`src/rtl/msp430_ctl_seq.sv`:
```
// MSP430 control microsequencer: walks each instruction through fetch, operand
// fetch, execute and write-back, and drives the datapath/memory strobes.
module msp430_ctl_seq #(
    parameter logic [3:0] PC_REG = 4'd0,
    parameter logic [3:0] CG_REG = 4'd3,
    parameter logic [3:0] SR_REG = 4'd2
) (
    input  logic       clk,
    input  logic       rst,
    input  logic       run,
    input  logic       mem_rdy,
    input  logic [1:0] FORMAT,
    input  logic [2:0] AdAs,
    input  logic [3:0] reg_SA,
    input  logic       cond_true,
    output logic       IR_LD,
    output logic       CTL_SEL,
    output logic [2:0] MPC,
    output logic [1:0] MAB_SEL,
    output logic       MEM_RD,
    output logic       MEM_WE,
    output logic       ADDR_LD,
    output logic       SRC_LD,
    output logic       DST_LD,
    output logic       SA_INC,
    output logic       RW_EN,
    output logic       instr_done,
    output logic [3:0] state
);

    typedef enum logic [3:0] {
        FETCH   = 4'd0,
        DECODE  = 4'd1,
        SRC_EXT = 4'd2,
        SRC_RD  = 4'd3,
        DST_EXT = 4'd4,
        DST_RD  = 4'd5,
        EXEC    = 4'd6,
        WB      = 4'd7,
        JUMP    = 4'd8
    } state_t;

    typedef struct packed {
        logic       ir_ld;
        logic       ctl_sel;
        logic [2:0] mpc;
        logic [1:0] mab_sel;
        logic       mem_rd;
        logic       mem_we;
        logic       addr_ld;
        logic       src_ld;
        logic       dst_ld;
        logic       sa_inc;
        logic       rw_en;
        logic       done;
    } ctl_t;

    localparam logic [2:0] MPC_HOLD = 3'b000;
    localparam logic [2:0] MPC_INC  = 3'b001;
    localparam logic [2:0] MPC_JMP  = 3'b010;

    state_t     state_q, state_d;
    logic       from_ext_q;
    ctl_t       ctl;

    logic [1:0] as_mode;
    logic       ad_mode;
    logic       is_cg;
    logic       is_imm;
    logic       dst_ext_needed;
    logic       mem_dst;
    state_t     after_src;

    assign as_mode        = AdAs[1:0];
    assign ad_mode        = AdAs[2];
    assign is_cg          = (reg_SA == CG_REG) || ((reg_SA == SR_REG) && as_mode[1]);
    assign is_imm         = (reg_SA == PC_REG) && (as_mode == 2'b11);
    assign dst_ext_needed = (FORMAT == 2'b00) && ad_mode;
    // Format II with a real memory source writes its result back to that address.
    assign mem_dst        = dst_ext_needed ||
                            ((FORMAT == 2'b01) && (as_mode != 2'b00) && !is_cg);
    assign after_src      = dst_ext_needed ? DST_EXT : EXEC;

    always_comb begin
        // NOTE: every signal gets a default before the case so no path infers a latch.
        ctl     = '0;
        state_d = state_q;
        case (state_q)
            FETCH: begin
                ctl.mem_rd = run;
                if (run && mem_rdy) begin
                    ctl.ir_ld = 1'b1;
                    ctl.mpc   = MPC_INC;
                    state_d   = DECODE;
                end
            end
            DECODE: begin
                if (FORMAT == 2'b10) begin
                    state_d = JUMP;
                end else if (FORMAT == 2'b11) begin
                    ctl.done = 1'b1;
                    state_d  = FETCH;
                end else if ((as_mode == 2'b00) || is_cg) begin
                    state_d = after_src;
                end else if (as_mode == 2'b01) begin
                    state_d = SRC_EXT;
                end else begin
                    state_d = SRC_RD;
                end
            end
            SRC_EXT: begin
                ctl.mem_rd = 1'b1;
                if (mem_rdy) begin
                    ctl.mpc = MPC_INC;
                    state_d = SRC_RD;
                end
            end
            SRC_RD: begin
                ctl.mem_rd  = 1'b1;
                ctl.mab_sel = from_ext_q ? 2'd1 : (is_imm ? 2'd0 : 2'd2);
                if (mem_rdy) begin
                    ctl.src_ld  = 1'b1;
                    ctl.addr_ld = 1'b1;
                    if (as_mode == 2'b11) begin
                        if (is_imm) ctl.mpc    = MPC_INC;
                        else        ctl.sa_inc = 1'b1;
                    end
                    state_d = after_src;
                end
            end
            DST_EXT: begin
                ctl.mem_rd = 1'b1;
                if (mem_rdy) begin
                    ctl.mpc = MPC_INC;
                    state_d = DST_RD;
                end
            end
            DST_RD: begin
                ctl.mem_rd  = 1'b1;
                ctl.mab_sel = 2'd1;
                if (mem_rdy) begin
                    ctl.dst_ld  = 1'b1;
                    ctl.addr_ld = 1'b1;
                    state_d     = EXEC;
                end
            end
            EXEC: begin
                ctl.ctl_sel = 1'b1;
                if (mem_dst) begin
                    state_d = WB;
                end else begin
                    ctl.rw_en = 1'b1;
                    ctl.done  = 1'b1;
                    state_d   = FETCH;
                end
            end
            WB: begin
                ctl.ctl_sel = 1'b1;
                ctl.mab_sel = 2'd3;
                ctl.mem_we  = 1'b1;
                if (mem_rdy) begin
                    ctl.done = 1'b1;
                    state_d  = FETCH;
                end
            end
            JUMP: begin
                ctl.mpc  = cond_true ? MPC_JMP : MPC_HOLD;
                ctl.done = 1'b1;
                state_d  = FETCH;
            end
            default: state_d = FETCH;
        endcase
        // Reset masks the strobes immediately so a pending write cannot fire.
        if (rst) ctl = '0;
    end

    always_ff @(posedge clk) begin
        // NOTE: sequential state uses non-blocking assignments so all flops update together.
        if (rst) begin
            state_q    <= FETCH;
            from_ext_q <= 1'b0;
        end else begin
            state_q    <= state_d;
            from_ext_q <= (state_q == SRC_EXT) || ((state_q == SRC_RD) && from_ext_q);
        end
    end

    assign IR_LD      = ctl.ir_ld;
    assign CTL_SEL    = ctl.ctl_sel;
    assign MPC        = ctl.mpc;
    assign MAB_SEL    = ctl.mab_sel;
    assign MEM_RD     = ctl.mem_rd;
    assign MEM_WE     = ctl.mem_we;
    assign ADDR_LD    = ctl.addr_ld;
    assign SRC_LD     = ctl.src_ld;
    assign DST_LD     = ctl.dst_ld;
    assign SA_INC     = ctl.sa_inc;
    assign RW_EN      = ctl.rw_en;
    assign instr_done = ctl.done;
    assign state      = state_q;

endmodule
```
`config.mk`:
```
export PLATFORM = sky130hd
export DESIGN_NAME = msp430_ctl_seq
export DESIGN_NICKNAME = d
export VERILOG_FILES = /design/src/rtl/msp430_ctl_seq.sv
export SDC_FILE = /design/constraint.sdc
export NUM_CORES = 1
export LEC_CHECK = 0
export BUFFER_PORTS_ARGS = -buffer_cell sky130_fd_sc_hd__clkbuf_2
export CORE_UTILIZATION = 49
export CTS_CLUSTER_DIAMETER = 120
export DETAILED_ROUTE_END_ITERATION = 12
export PLACE_DENSITY_LB_ADDON = 0.05
export SLEW_MARGIN = 25
export SYNTH_ARGS = -nofsm -noshare
export SYNTH_HDL_FRONTEND = slang
export SYNTH_SLANG_ARGS = --single-unit
```
`constraint.sdc`:
```
create_clock -name clk -period 2.9 [get_ports clk]
set_input_delay 0.29 -clock clk [delete_from_list [all_inputs] [get_ports clk]]
set_output_delay 0.29 -clock clk [all_outputs]
set_load 0.05 [all_outputs]
```
== Word level (Yosys, flattened, before mapping) ==
Index checks and enable logic that the tools add are counted.

* Flip-flop bits (word level): 5
* Bits in latches: 0
* Bits in writable memories: 0
* Bits in read-only memories: 0
* Input bits: 14
* Output and inout bits: 19
* Logic and storage cells: 87
* Memories kept: 0

* Add/sub/neg operators: 0
* Multipliers: 0
* Divide/modulo/power cells: 0
* Magnitude comparators: 0
* Equality and inequality tests: 21
* Shift operators: 0
* Mux-type cells: 43
* Bitwise gates (word level): 0
* Reduce and logical (&&, ||, !) cells: 21

{| class="wikitable"
|+ Operators with widths
! operator !! count
|-
| $mux 4 || 9
|-
| $pmux 4 s8 || 1
|-
| $mux 1 || 18
|-
| $eq 4x2->1 const B || 4
|-
| $eq 4x3->1 const B || 4
|-
| $mux 15 || 1
|-
| $mux 2 || 6
|-
| $ne 2x2->1 const B || 6
|-
| $pmux 3 s4 || 1
|-
| $mux 3 || 3
|-
| $logic_not 4->1 || 2
|-
| $logic_and 1x1->1 || 7
|-
| $eq 2x2->1 const B || 3
|-
| $pmux 2 s3 || 1
|-
| $reduce_and 6->1 || 1
|-
| $eq 2x1->1 const B || 2
|-
| $eq 4x1->1 const B || 1
|-
| $eq 4x4->1 const B || 1
|-
| $logic_not 2->1 || 2
|-
| $logic_or 1x1->1 || 4
|-
| $pmux 1 s2 || 2
|-
| $pmux 1 s4 || 1
|-
| $reduce_or 2->1 || 2
|-
| $reduce_or 4->1 || 1
|-
| other kinds (2) || 2
|}

== Longest topological paths before layout ==
* Depth in word-level cells: 9
* Mapped depth: 5
* Depth with buffers taken out: 4

== Worst setup path after synthesis ==
No wires, ideal clock.

* Path type: flip-flop to output port
* Start point: register state_q[0], in the netlist state[0]
* End point: output port SA_INC
* Arrival time: 2.835 ns
* Required time: 2.610 ns
* Slack: -0.225 ns
* Cell stages (with the launch flop): 5
* Buffers on the path: 1
* Cell sequence: dfxtp_1 buf_2 nand2_1 nor3_1 and4b_1

* Cells in the longest elaborated chain, start to end: 3

{| class="wikitable"
|+ Ends and longest elaborated chain
! what !! RTL line !! source
|-
| from (decl) || 62 || <nowiki>state_t state_q, state_d;</nowiki>
|-
| from (signal assigned) || 183 || <nowiki>state_q <= state_d;</nowiki>
|-
| $eq 4x2->1 || 88 || <nowiki>case (state_q)</nowiki>
|-
| $mux 1 || 88 ||
|-
| $mux 15 || 174 || <nowiki>if (rst) ctl = '0;</nowiki>
|-
| to (decl) || 25 || <nowiki>output logic SA_INC,</nowiki>
|}

No other way between the ends.

== Worst setup path in the final report ==
* Start point: register state_q[1], in the netlist state[1]
* End point: output port SA_INC

The elaborated chain is that of the path after synthesis.

==> metrics.cfg <==
[power]
p_sw_frac = 0.364
p_int_mw = 0.147
clkPwrFrac = 0.351
seq_power_share = 0.327
vdd_drop_max_mv = 0.146
power_density_mw_per_mm2 = 264
pwr-share-comb = 0.322
p_leak_nw = 0.361
switching_power_mw = 0.0840

[floorplan]
io_pins = 33
initial_core_util = 0.529
die_y_um = 39.7
die_w_um = 39.7
num_rows = 13
core_area_mm2 = 0.00132
die_area_mm2 = 0.00158

[placement]
routabilityCongestion = 0.873
dp_hpwl_mm = 1.45
dp.cells = 140
portBuffers = 31

[critical_path]
critPathLaunchType = flip-flop
cp_max_fo = 21
worstSetupPathType = flip-flop to output pin
cp-end-kind = output pin
critPathRequiredTime_ns = 2.61
crit_arrival_ns = 1.94

[detailed_routing]
routedWlPerCell_um = 13.2
vias_per_cell = 6.13
drc_errors = 0
drtPass1Iterations = 4
ant_nets = 0
drt-total-wl_mm = 1.91
vias = 882
drt_iter0_markers = 35

[synth]
synth.avg_cell_area_um2 = 6.77
netlist_area_um2 = 697
ys_async_sr_fraction = 0
synth_most_common_cell = nand2_1
ys_seq_area_frac = 0.144
synth_edf_count = 0
ys_dominant_reg_cell = dfxtp_1
ys_ff_latch = 5
yosys.area.top_type = dfxtp_1
synth_top_area_frac = 0.144
ys_warn_count = 0
syn-instance-count = 103
yosys-top-cells-count = nand2_1, nor2_1, buf_2, o21ai_0
synth_fp_nets = 117
synth_cell_types = 43
synthTopCellsByArea = dfxtp_1, nand2_1, nor2_1, nand2b_1, buf_2

[timing]
period_needed_ns = 2.23
hold_viol = 0
fmax_mhz = 449
worstMarginPinSlew_ns = 0.713
setup_viol = 0
whs_ns = 0.286
final_max_slew_viol_count = 0
fin_skew_ns = 0.00502
fin_tns_setup_ns = 0
period_share = 0.768
rsz0062_at_grt = false
max_slew_margin = 0.524

[cells_and_area]
area_delta_synth_final_pct = 25.5
final_cells = 144
n_fill_cell = 138
utilization = 0.664
layout-drive-gt1-share = 0.341
finalNetCount = 144
diodes = 0

[clock_tree]
cts_sinks = 5
worstSkewPairLatency_ns = 0.25
htree_num_levels = 1
cts_root_buffer = clkbuf_4
cts_tree = yes
post_cts_buffers = 0
clk_pin_slew_ns = 0.05
clockBufferDepth = 2
cts_hold_buf = 0
cts_made_buffers = 3
cts_resized = 0

[global_routing]
grt_usage = 0.266
antenna_found_initial = 0
grt_pass1_wl_mm = 2.84
grt_pass1_vias = 677
grt_overflow = 0
grt_start_max_net_pins = 22

[run_status]
status = finished clean

[worst_hold_path]
hp-class = input port to flip-flop

[job]
cap_violations = 0

-- sequential cells by signal (all words and copies together), names as in the netlist --
register and flops:
state 4, from_ext_q 1
-- power by group through the flow --
| stage | Clock, mW | Sequential, mW | Combinational, mW |
|---|---|---|---|
| 6_report | 0.0811 | 0.0754 | 0.0743 |
| 4_1_cts | 0.0833 | 0.0753 | 0.0740 |
| 2_1_floorplan | 0 | 0.0769 | 0.0503 |
| 3_5_place_dp | 0 | 0.0766 | 0.0738 |
| 5_1_grt | 0.0911 | 0.0760 | 0.0799 |
| 3_3_place_gp | 0 | 0.0766 | 0.0726 |
-- path summary, 6_finish.rpt --
path                            startpoint  cells past startpoint  slack [ns]    endpoint
worst min register to register  from_ext_q                      2        0.53  from_ext_q
worst max-delay path              state[1]                      4        0.67      SA_INC
worst min-delay path             FORMAT[0]                      2        0.29    state[3]
worst max register to register    state[2]                      4        1.10    state[2]
-- metal layers --
metal	part of all wire	GRT usage
met1	0.44	0.337
met2	0.48	0.439
met3	0.076	0.0511
met4	0.013	0.0948
met5	0	0
-- per-stage QoR --
stage	instance area [µm²]	total power, mW	setup WS [ns]
detailed placement	847	0.150	0.976
global placement	847	0.149	0.991
global route	875	0.247	0.497
CTS	875	0.233	0.664
floorplan	714	0.127	0.200
finish	875	0.231	0.674
-- cell type report --
class / count / area (µm²) / share of cell area
Timing Repair Buffer: 32 / 163 / 0.186
Clock inverter: 1 / 5.00 / 0.00572
Sequential cell: 5 / 100 / 0.114
Clock buffer: 3 / 22.5 / 0.0258
Tap cell: 15 / 18.8 / 0.0215
Inverter: 4 / 15.0 / 0.0172
Multi-Input combinational cell: 84 / 551 / 0.629
-- cells in the final DEF (no fill, tap or decap), drive strengths merged, types with 2 or more instances in the layout --
cell type,Yosys,routed
clkbuf,3,34
nand2,10,10
nor2,10,10
o21ai,8,8
nand2b,5,5
a21oi,5,5
dfxtp,5,5
nand3,4,4
a31oi,4,4
inv,4,4
nor3,4,4
nor4,4,4
nor2b,3,3
nor3b,3,3
o32ai,2,2
or2,2,2
-- kinds of logic (layout without fill, tap and decap cells) --
group | Yosys count | count (layout) | synth area share
xor gates and xnor gates | 1 | 1 | 0.0126
and+or+nand+nor | 50 | 50 | 0.402
other | 1 | 1 | 0.00538
DFF | 5 | 5 | 0.144
buffers and inverters | 14 | 40 | 0.0916
AOI/OAI and AO/OA | 31 | 31 | 0.330
muxes | 1 | 1 | 0.0144
-- worst max-delay path, cell delays in order, from the launching register on --
cell      delay [ns]
dfxtp_1         0.73
nand2_1         0.21
nor3_2          0.26
and4b_1         0.21
clkbuf_2        0.27
Note: power is estimated with default switching activity, not from simulation.
